## src/rtl/sr_pkg.sv

```systemverilog
// Shared definitions for the SR flip-flop drive controller.
// Holds the FSM state encoding, the {s,r} command encoding and the duration
// counter width used by sr_drive_ctrl and sr_cyc_cnt.
package sr_pkg;

  // Width of the DRIVE/SETTLE duration counter; covers lengths up to 15 cycles.
  localparam int unsigned CNT_W = 4;

  typedef enum logic [2:0] {
    StIdle,
    StDrive,
    StSettle,
    StCheck,
    StDone
  } sr_state_e;

  // Bit 1 is s, bit 0 is r. CmdInv is listed for completeness and never issued.
  typedef enum logic [1:0] {
    CmdHold = 2'b00,
    CmdRst  = 2'b01,
    CmdSet  = 2'b10,
    CmdInv  = 2'b11
  } sr_cmd_e;

  // Command that drives the flip-flop towards state d.
  function automatic sr_cmd_e drive_cmd(input logic d);
    return d ? CmdSet : CmdRst;
  endfunction

endpackage

```

## src/rtl/sr_drive_ctrl_if.sv

```systemverilog
// Request/completion handshake between a requester and sr_drive_ctrl.
// Signals:
//   req_valid - target-state request present (requester -> controller)
//   req_d     - requested flip-flop state     (requester -> controller)
//   req_ready - controller can accept          (controller -> requester)
//   done      - one-cycle completion pulse     (controller -> requester)
//   err       - last request failed verification (controller -> requester)
// Modports: master = requester side, slave = controller side.
interface sr_drive_ctrl_if;

  logic req_valid;
  logic req_d;
  logic req_ready;
  logic done;
  logic err;

  modport master (
    output req_valid,
    output req_d,
    input  req_ready,
    input  done,
    input  err
  );

  modport slave (
    input  req_valid,
    input  req_d,
    output req_ready,
    output done,
    output err
  );

endinterface

```

## src/rtl/sr_cyc_cnt.sv

```systemverilog
// Loadable down-counter timing the DRIVE and SETTLE phases.
// Ports:
//   clk      - clock, rising edge
//   rst      - asynchronous active-high reset, clears the count
//   load     - load load_val this cycle (has priority over counting)
//   load_val - value loaded; a phase of N cycles loads N-1
//   zero     - count has reached zero (last cycle of the phase)
module sr_cyc_cnt
  import sr_pkg::*;
(
  input  logic             clk,
  input  logic             rst,
  input  logic             load,
  input  logic [CNT_W-1:0] load_val,
  output logic             zero
);

  logic [CNT_W-1:0] cnt_q;

  always_ff @(posedge clk or posedge rst) begin
    if (rst) begin
      cnt_q <= '0;
    end else if (load) begin
      cnt_q <= load_val;
    end else if (cnt_q != '0) begin
      cnt_q <= cnt_q - CNT_W'(1);
    end
  end

  assign zero = (cnt_q == '0);

endmodule

```

## src/rtl/sr_drive_ctrl.sv

```systemverilog
// Controller that drives an external SR flip-flop to a requested state.
// A request is accepted in IDLE; if the flip-flop is already known to hold the
// target, the controller completes at once without touching s/r. Otherwise it
// pulses s (target 1) or r (target 0) for PULSE_CYC cycles, idles SETTLE_CYC
// cycles and, with verification enabled, checks q_fb and retries up to
// MAX_RETRY times before flagging err.
// Build option: define SR_DRIVE_VERIFY_EN to include the CHECK state, retries
// and err. Without it q_fb is ignored, err is tied low and the drive is
// assumed to succeed.
// Ports:
//   clk  - clock, rising edge
//   rst  - asynchronous active-high reset; drops s/r immediately
//   bus  - request handshake (req_valid, req_d, req_ready, done, err)
//   s, r - set/reset drive to the flip-flop, never both high
//   q_fb - flip-flop Q fed back
module sr_drive_ctrl
  import sr_pkg::*;
#(
  parameter int unsigned PULSE_CYC  = 2,
  parameter int unsigned SETTLE_CYC = 1,
  parameter int unsigned MAX_RETRY  = 2
) (
  input  logic            clk,
  input  logic            rst,
  sr_drive_ctrl_if.slave  bus,
  output logic            s,
  output logic            r,
  input  logic            q_fb
);

  localparam logic [CNT_W-1:0] PulseLd  = CNT_W'(PULSE_CYC - 1);
  localparam logic [CNT_W-1:0] SettleLd = (SETTLE_CYC == 0) ? '0 : CNT_W'(SETTLE_CYC - 1);

  sr_state_e        state_q;
  sr_cmd_e          cmd_q;
  logic             done_q;
  logic             target_q;
  logic             cur_q;
  logic             known_q;

  logic             cnt_load;
  logic [CNT_W-1:0] cnt_val;
  logic             cnt_zero;
  logic             noop;
  logic             phase_end;

`ifdef SR_DRIVE_VERIFY_EN
  localparam logic [2:0] MaxRetry = 3'(MAX_RETRY);
  logic [2:0] retry_q;
  logic       err_q;
  logic       fb_miss;
  assign fb_miss = (q_fb != target_q);
  assign bus.err = err_q;
`else
  logic unused_q_fb;
  assign unused_q_fb = q_fb;
  assign bus.err     = 1'b0;
`endif

  // Flip-flop already holds the requested value: nothing to drive.
  assign noop = known_q && (bus.req_d == cur_q);

  // Last cycle before leaving the drive/settle sequence.
  assign phase_end = cnt_zero &&
                     ((state_q == StSettle) || ((state_q == StDrive) && (SETTLE_CYC == 0)));

  always_comb begin
    cnt_load = 1'b0;
    cnt_val  = PulseLd;
    unique case (state_q)
      StIdle:  cnt_load = bus.req_valid && !noop;
      StDrive: begin
        if (cnt_zero && (SETTLE_CYC != 0)) begin
          cnt_load = 1'b1;
          cnt_val  = SettleLd;
        end
      end
`ifdef SR_DRIVE_VERIFY_EN
      StCheck: cnt_load = fb_miss && (retry_q < MaxRetry);
`endif
      default: ;
    endcase
  end

  sr_cyc_cnt u_cyc_cnt (
    .clk      (clk),
    .rst      (rst),
    .load     (cnt_load),
    .load_val (cnt_val),
    .zero     (cnt_zero)
  );

  always_ff @(posedge clk or posedge rst) begin
    if (rst) begin
      state_q  <= StIdle;
      cmd_q    <= CmdHold;
      done_q   <= 1'b0;
      target_q <= 1'b0;
      cur_q    <= 1'b0;
      known_q  <= 1'b0;
`ifdef SR_DRIVE_VERIFY_EN
      retry_q  <= '0;
      err_q    <= 1'b0;
`endif
    end else begin
      done_q <= 1'b0;
      unique case (state_q)
        StIdle: begin
          if (bus.req_valid) begin
            target_q <= bus.req_d;
`ifdef SR_DRIVE_VERIFY_EN
            retry_q  <= '0;
            err_q    <= 1'b0;
`endif
            if (noop) begin
              state_q <= StDone;
              done_q  <= 1'b1;
            end else begin
              state_q <= StDrive;
              cmd_q   <= drive_cmd(bus.req_d);
            end
          end
        end
        StDrive, StSettle: begin
          if ((state_q == StDrive) && cnt_zero) begin
            cmd_q   <= CmdHold;
            state_q <= StSettle;
          end
          // Later assignments override the SETTLE move when settle is skipped.
          if (phase_end) begin
`ifdef SR_DRIVE_VERIFY_EN
            state_q <= StCheck;
`else
            state_q <= StDone;
            done_q  <= 1'b1;
            cur_q   <= target_q;
            known_q <= 1'b1;
`endif
          end
        end
`ifdef SR_DRIVE_VERIFY_EN
        StCheck: begin
          if (!fb_miss) begin
            cur_q   <= target_q;
            known_q <= 1'b1;
            state_q <= StDone;
            done_q  <= 1'b1;
          end else if (retry_q < MaxRetry) begin
            retry_q <= retry_q + 3'd1;
            cmd_q   <= drive_cmd(target_q);
            state_q <= StDrive;
          end else begin
            err_q   <= 1'b1;
            known_q <= 1'b0;
            state_q <= StDone;
            done_q  <= 1'b1;
          end
        end
`endif
        StDone:  state_q <= StIdle;
        default: state_q <= StIdle;
      endcase
    end
  end

  assign s             = cmd_q[1];
  assign r             = cmd_q[0];
  assign bus.req_ready = (state_q == StIdle);
  assign bus.done      = done_q;

endmodule

```

## src/flat_wrapper.sv

```systemverilog
// flat-port wrapper written by rule: the top's interface ports become plain ports
module sr_drive_ctrl_flat import sr_pkg::*;
#(
  parameter int unsigned PULSE_CYC  = 2,
  parameter int unsigned SETTLE_CYC = 1,
  parameter int unsigned MAX_RETRY  = 2
)
  (clk, rst, s, r, q_fb, bus_req_valid, bus_req_d, bus_req_ready, bus_done, bus_err);
  sr_drive_ctrl_if bus_i ();
  input  logic clk;
  input  logic rst;
  output logic s;
  output logic r;
  input  logic q_fb;
  input wire logic [$bits(bus_i.req_valid)-1:0] bus_req_valid;
  input wire logic [$bits(bus_i.req_d)-1:0] bus_req_d;
  output wire logic [$bits(bus_i.req_ready)-1:0] bus_req_ready;
  output wire logic [$bits(bus_i.done)-1:0] bus_done;
  output wire logic [$bits(bus_i.err)-1:0] bus_err;
  assign bus_i.req_valid = bus_req_valid;
  assign bus_i.req_d = bus_req_d;
  assign bus_req_ready = bus_i.req_ready;
  assign bus_done = bus_i.done;
  assign bus_err = bus_i.err;
  sr_drive_ctrl #(.PULSE_CYC(PULSE_CYC), .SETTLE_CYC(SETTLE_CYC), .MAX_RETRY(MAX_RETRY)) u_core (.clk(clk), .rst(rst), .bus(bus_i), .s(s), .r(r), .q_fb(q_fb));
endmodule
```

## config.mk

```make
export PLATFORM = sky130hd
export DESIGN_NAME = sr_drive_ctrl_flat
export DESIGN_NICKNAME = d
export VERILOG_FILES = /design/src/rtl/sr_pkg.sv /design/src/rtl/sr_drive_ctrl_if.sv /design/src/rtl/sr_cyc_cnt.sv /design/src/rtl/sr_drive_ctrl.sv /design/src/flat_wrapper.sv
export SDC_FILE = /design/constraint.sdc
export NUM_CORES = 1
export LEC_CHECK = 0
export ABC_AREA = 0
export BUFFER_PORTS_ARGS = -buffer_cell sky130_fd_sc_hd__clkbuf_2
export CELL_PAD_IN_SITES_DETAIL_PLACEMENT = 1
export CELL_PAD_IN_SITES_GLOBAL_PLACEMENT = 2
export CORE_AREA = 2 2 52 54
export DETAILED_ROUTE_END_ITERATION = 7
export DIE_AREA = 0 0 54 56
export PLACE_DENSITY_LB_ADDON = 0.3
export SKIP_CTS_REPAIR_TIMING = 1
export SYNTH_ARGS = -nofsm -noshare
export SYNTH_HDL_FRONTEND = slang
export SYNTH_HIERARCHICAL = 1
export SYNTH_SLANG_ARGS = --single-unit
```

## constraint.sdc

```tcl
create_clock -name clk -period 1.9 [get_ports clk]
set_input_delay 0.38 -clock clk [delete_from_list [all_inputs] [get_ports clk]]
set_output_delay 0.38 -clock clk [all_outputs]
set_load 0.005 [all_outputs]
```

# Word level (Yosys, flattened, before mapping)
# Index checks and enable logic that the tools add are counted.
[word_totals] out_inout_bits=5 word_cells=50 ff_bits=13 inputBits=5
[op_classes] n_mux=20 n_reduce_logical=15 n_addsub=1 n_eq_ne=7
[op_table] op="3-bit two-way mux" count=4
[op_table] op="4-bit two-way mux" count=3
[op_table] op="2-bit two-way mux" count=4
[op_table] op="3-bit one-hot mux with 2 select lines" count=1
[op_table] op="2-bit AND reduction" count=3
[op_table] op="1-bit two-way mux" count=5
[op_table] op="1-bit logical AND" count=4
[op_table] op="4-bit logical NOT" count=1
[op_table] op="2-bit != test, second input constant" count=2
[op_table] op="1-bit one-hot mux with 2 select lines" count=2
[op_table] op="2-bit one-hot mux with 2 select lines" count=1
[op_table] op="4-bit AND reduction" count=1
[op_table] op="2-bit nonzero test" count=2
[op_table] op="4-bit nonzero test" count=1
[op_table] op="4-bit by 1-bit subtractor with 4-bit output, second input constant" count=1
[op_table] op="3-bit by 1-bit == test with 1-bit output, second input constant" count=1
[op_table] op="3-bit by 2-bit == test with 1-bit output, second input constant" count=1
[op_table] op="3-bit logical NOT" count=1
[op_table] op="3-bit by 1-bit != test with 1-bit output, second input constant" count=1
[op_table] op="2-bit by 1-bit != test with 1-bit output, second input constant" count=1
[op_table] op="2-bit OR reduction" count=1
[op_table] op="1-bit == test" count=1
[op_table] op="1-bit logical NOT" count=1

# Longest topological paths before layout
[depth] word_depth=6 mapped_depth=8 ltp_nobuf=7

# Modules after synthesis
# Netlist, hierarchy kept.
[modules_own_cells] module="sr_drive_ctrl" seq_area_each_um2=225.2 n_inst=1 cells_per_inst=50 area_per_inst_um2=495.5
[modules_own_cells] module="sr_cyc_cnt" seq_area_each_um2=100.1 n_inst=1 cells_per_inst=23 area_per_inst_um2=236.5

# Worst setup path before layout
# OpenSTA, ideal clock, no wires.
[synth_path] path_type="register to register" startpoint="register u_core.u_cyc_cnt.cnt_q[0]" endpoint="register u_core.u_cyc_cnt.cnt_q[3]" t_arrival_ns=1.768 t_required_ns=1.774 path_slack_ns=0.006 setup_time_ns=0.126 stages_incl_launch_ff=9 period_less_slack_ns=1.894 n_path_buf=1 path_cell_list="dfrtp_1 -> inv_1 -> ha_1 -> nor3b_4 -> nand2_1 -> a21oi_1 -> clkbuf_1 -> nor3_1 -> a221o_1"
[synth_via] elab_chain_cells=4 elab_cells_between_ends=8 cone_classes="add/sub: 1; mux: 4; reduce/logical: 3"
[synth_lines] element="start: declaration" line_no="sr_cyc_cnt.sv:18" source="logic [CNT_W-1:0] cnt_q;"
[synth_lines] element="start signal: assignment" line_no="sr_cyc_cnt.sv:24" source="cnt_q <= load_val;"
[synth_lines] element="start signal: assignment" line_no="sr_cyc_cnt.sv:26" source="cnt_q <= cnt_q - CNT_W'(1);"
[synth_lines] element="4-bit logical NOT (*)" line_no="sr_cyc_cnt.sv:30" source="assign zero = (cnt_q == '0);"
[synth_lines] element="net u_core.cnt_zero" line_no="sr_drive_ctrl.sv:43" source="logic cnt_zero;"
[synth_lines] element="1-bit two-way mux (*)" line_no="sr_drive_ctrl.sv:73" source="if (cnt_zero && (SETTLE_CYC != 0)) begin"
[synth_lines] element="1-bit one-hot mux with 2 select lines (*)" line_no="sr_drive_ctrl.sv:70" source="unique case (state_q)"
[synth_lines] element="net u_core.cnt_load" line_no="sr_drive_ctrl.sv:41" source="logic cnt_load;"
[synth_lines] element="4-bit two-way mux / 2-bit nonzero test (equally long branches)"
# The timed path passes the listed nets; every way through them passes the cells marked *. The select of a mux whose other input is x is not followed.
# A chain may end at the register's enable or synchronous reset.

# Final worst setup path
[layout_path] startpoint="register u_core.u_cyc_cnt.cnt_q[1]" endpoint="register u_core.u_cyc_cnt.cnt_q[3]"
# Same word-level chain as after synthesis.

==> reports/qor.yml <==
status: "finished, final reports clean"
die_x_um: 54
insertion_delay_ns: 0.27
max_cap_violations: 0
rr_worst_depth: 8
drt_pass1_iterations: 3
clk_pin_slew_worst_paths_ns: 0.08
ys_ff_latch: 13
powerDensity_nw_per_um2: 1610
slowest_delay_ns: 0.39
via_per_inst: 4.75
grtUsageTotal: 0.114
path_depth: 8
fmax_mhz: 556
drv_slew: 0
place_area_um2: 820
ys_seq_area_frac: 0.444
yosys.cell_types.count: 35
io-pin-count: 10
crit_chain: "inv_1, ha_4, nor3b_4, nand2_1, a21oi_1, buf_4, nor3_1, a221o_1"
worst_path_max_delay_cell: "dfrtp_1"
worstPathRequired_ns: 2.06
synth_adder_area_share: 0.0171
drive_above_1_share: 0.256
core_area_um2: 2430
grt_pass1_vias: 569
setup_violations: 0
rows: 18
antenna_found_initial: 0
startpoint_type: "register"
synthSimpleGateAreaFrac: 0.195
numCtsBuffers: 3
hpwl_um: 1200
syn_inst: 73
final_cell_area_um2: 883
drtIter0Drc: 8
async_flop_share: 1.00
die_h_um: 56
arrival_ns: 1.96
crit_start: "u_core/u_cyc_cnt/cnt_q[1]"
post-route-min-period_ns: 1.80
ir_drop_uv: 614
timing.rr.start: "u_core/u_cyc_cnt/cnt_q[1]"
cp_top_family: "compound AO/OA/AOI/OAI gates"
gr-total-overflow: 0
hold_viol: 0
clock_path_buffers: 2
gp_congestion: 0.662
grt_pass1_wl_um: 2530
synth_flop_cell: "dfrtp_1"
cts-root-buf: "clkbuf_4"
fin_crit_sh: 0.946
route.detailed.wl_per_inst_um: 13.2
grt_max_degree: 10
r2r_slack_ns: 0.10
r2r-end: "u_core/u_cyc_cnt/cnt_q[3]"
syn_area_um2: 732
routed_wl_um: 1580
initial_core_util: 0.301
synthMuxAreaShare: 0.0803
n_antenna_cell: 0
synth_compound_area_frac: 0.156
area_delta_synth_final_pct: 20.7
htree_num_levels: 1
cts_tree: "done"
drc: 0
cts_sinks: 13
die_area_um2: 3020
critical_path.endpoint: "u_core/u_cyc_cnt/cnt_q[3]"
vias: 570
ys_warn_count: 6
syn_area_per_cell_um2: 10.0
finalSetupTns_ns: 0
hp-class: "input port to register"
critical_path_peak_fanout: 7
criticalPathCategory: "register to register"
synth_edf_count: 0
finalNetCount: 97
cp_num_buf_inv: 2
leakagePower_uw: 0.000401
finClkSkew_ns: 0.00300
end_kind: "register"
postRouteAntennaNets: 0
synth_top_family_by_area: "simple AND/OR/NAND/NOR gates"
rsz0062_at_grt: "false"
synth_xor_area_frac: 0.0359
portBuffers: 7
worst min path at each step:
stage | endpoint | startpoint | slack (ns) | cells past startpoint
finish | u_core/target_q | bus_req_d | 0.43 | 2
global route | u_core/target_q | bus_req_d | 0.43 | 2
CTS | u_core/u_cyc_cnt/cnt_q[3] | rst | -0.03 | 2
detailed placement | u_core/u_cyc_cnt/cnt_q[3] | rst | 0.27 | 2
global placement | u_core/u_cyc_cnt/cnt_q[3] | rst | 0.27 | 2
floorplan | u_core/u_cyc_cnt/cnt_q[0] | rst | 0.15 | 1
per-layer routing:
layer | track usage | share of wire | routed length [um]
met1 | 0.150 | 0.47 | 746
met2 | 0.167 | 0.50 | 788
met3 | 0.0323 | 0.021 | 34
met4 | 0.0536 | 0.0088 | 14
met5 | 0 | 0 | 0
cell families (layout without fill, tap and decap cells):
| kind of cell | Yosys count | after routing |
|---|---|---|
| xor gates and xnor gates | 3 | 3 |
| DFF | 13 | 13 |
| muxes | 5 | 5 |
| other | 1 | 4 |
| AOI/OAI and AO/OA | 16 | 16 |
| adders and majority gates | 1 | 1 |
| and+or+nand+nor | 23 | 23 |
| buffers and inverters | 11 | 25 |
metrics by stage:
step	utilization	power [uW]	hold slack [ns]	setup slack, ns	std cells
after floorplan	-	1000	0.146	0.00638	76
after global placement	0.337	1170	0.269	0.0857	113
after detailed placement	0.337	1200	0.274	0.0754	113
after CTS	0.348	1380	-0.0309	0.0639	117
after global routing	0.363	1550	0.432	0.00209	120
final	0.363	1420	0.430	0.102	120
power breakdown:
group | internal, uW | switching (uW)
sequential | 400 | 127
clock | 81.3 | 91.2
combinational | 377 | 349
total | 858 | 567
cells in the mapped netlist (3+ instances only):
library cell / instances / share of area
dfrtp_1: 13 / 0.44
inv_1: 7 / 0.036
nand2_1: 6 / 0.031
nor2_1: 3 / 0.015
flip-flops by register name (all words and copies together), names as in the netlist:
name	cells
u_core/cur_q	1
u_core/cmd_q	2
u_core/state_q	3
u_core/u_cyc_cnt/cnt_q	4
u_core/target_q	1
u_core/known_q	1
u_core/bus.done	1
cell usage in the layout (no fill, tap or decap), types with 2 or more instances in the layout:
master     count
a211oi_1       2
o21ai_0        2
nor2_1         3
nor2b_1        2
nor3_2         2
clkbuf_4       3
nand2_1        6
o21ai_1        2
or2_1          2
dfrtp_1       13
o2111ai_1      2
conb_1         4
o311ai_1       2
xnor2_1        2
a21oi_1        2
clkbuf_2       7
mux2_2         2
buf_4          5
inv_1          7
nor3_1         2
final cells by class:
class | instances | area [um^2]
well taps | 30 | 37.5
multi-input cells | 52 | 382
clock buffers | 4 | 26.3
flip-flops and latches | 13 | 325
fillers | 299 | 1550
inverters | 8 | 30.0
repair buffers | 13 | 82.6
worst reg2reg max path, stage by stage (launching register included):
cell     delay, ns
dfrtp_1       0.39
inv_1         0.12
ha_4          0.16
nor3b_4       0.23
nand2_1       0.11
a21oi_1       0.14
buf_4         0.17
nor3_1        0.05
a221o_1       0.32
Power figures use the tool's default switching activity.
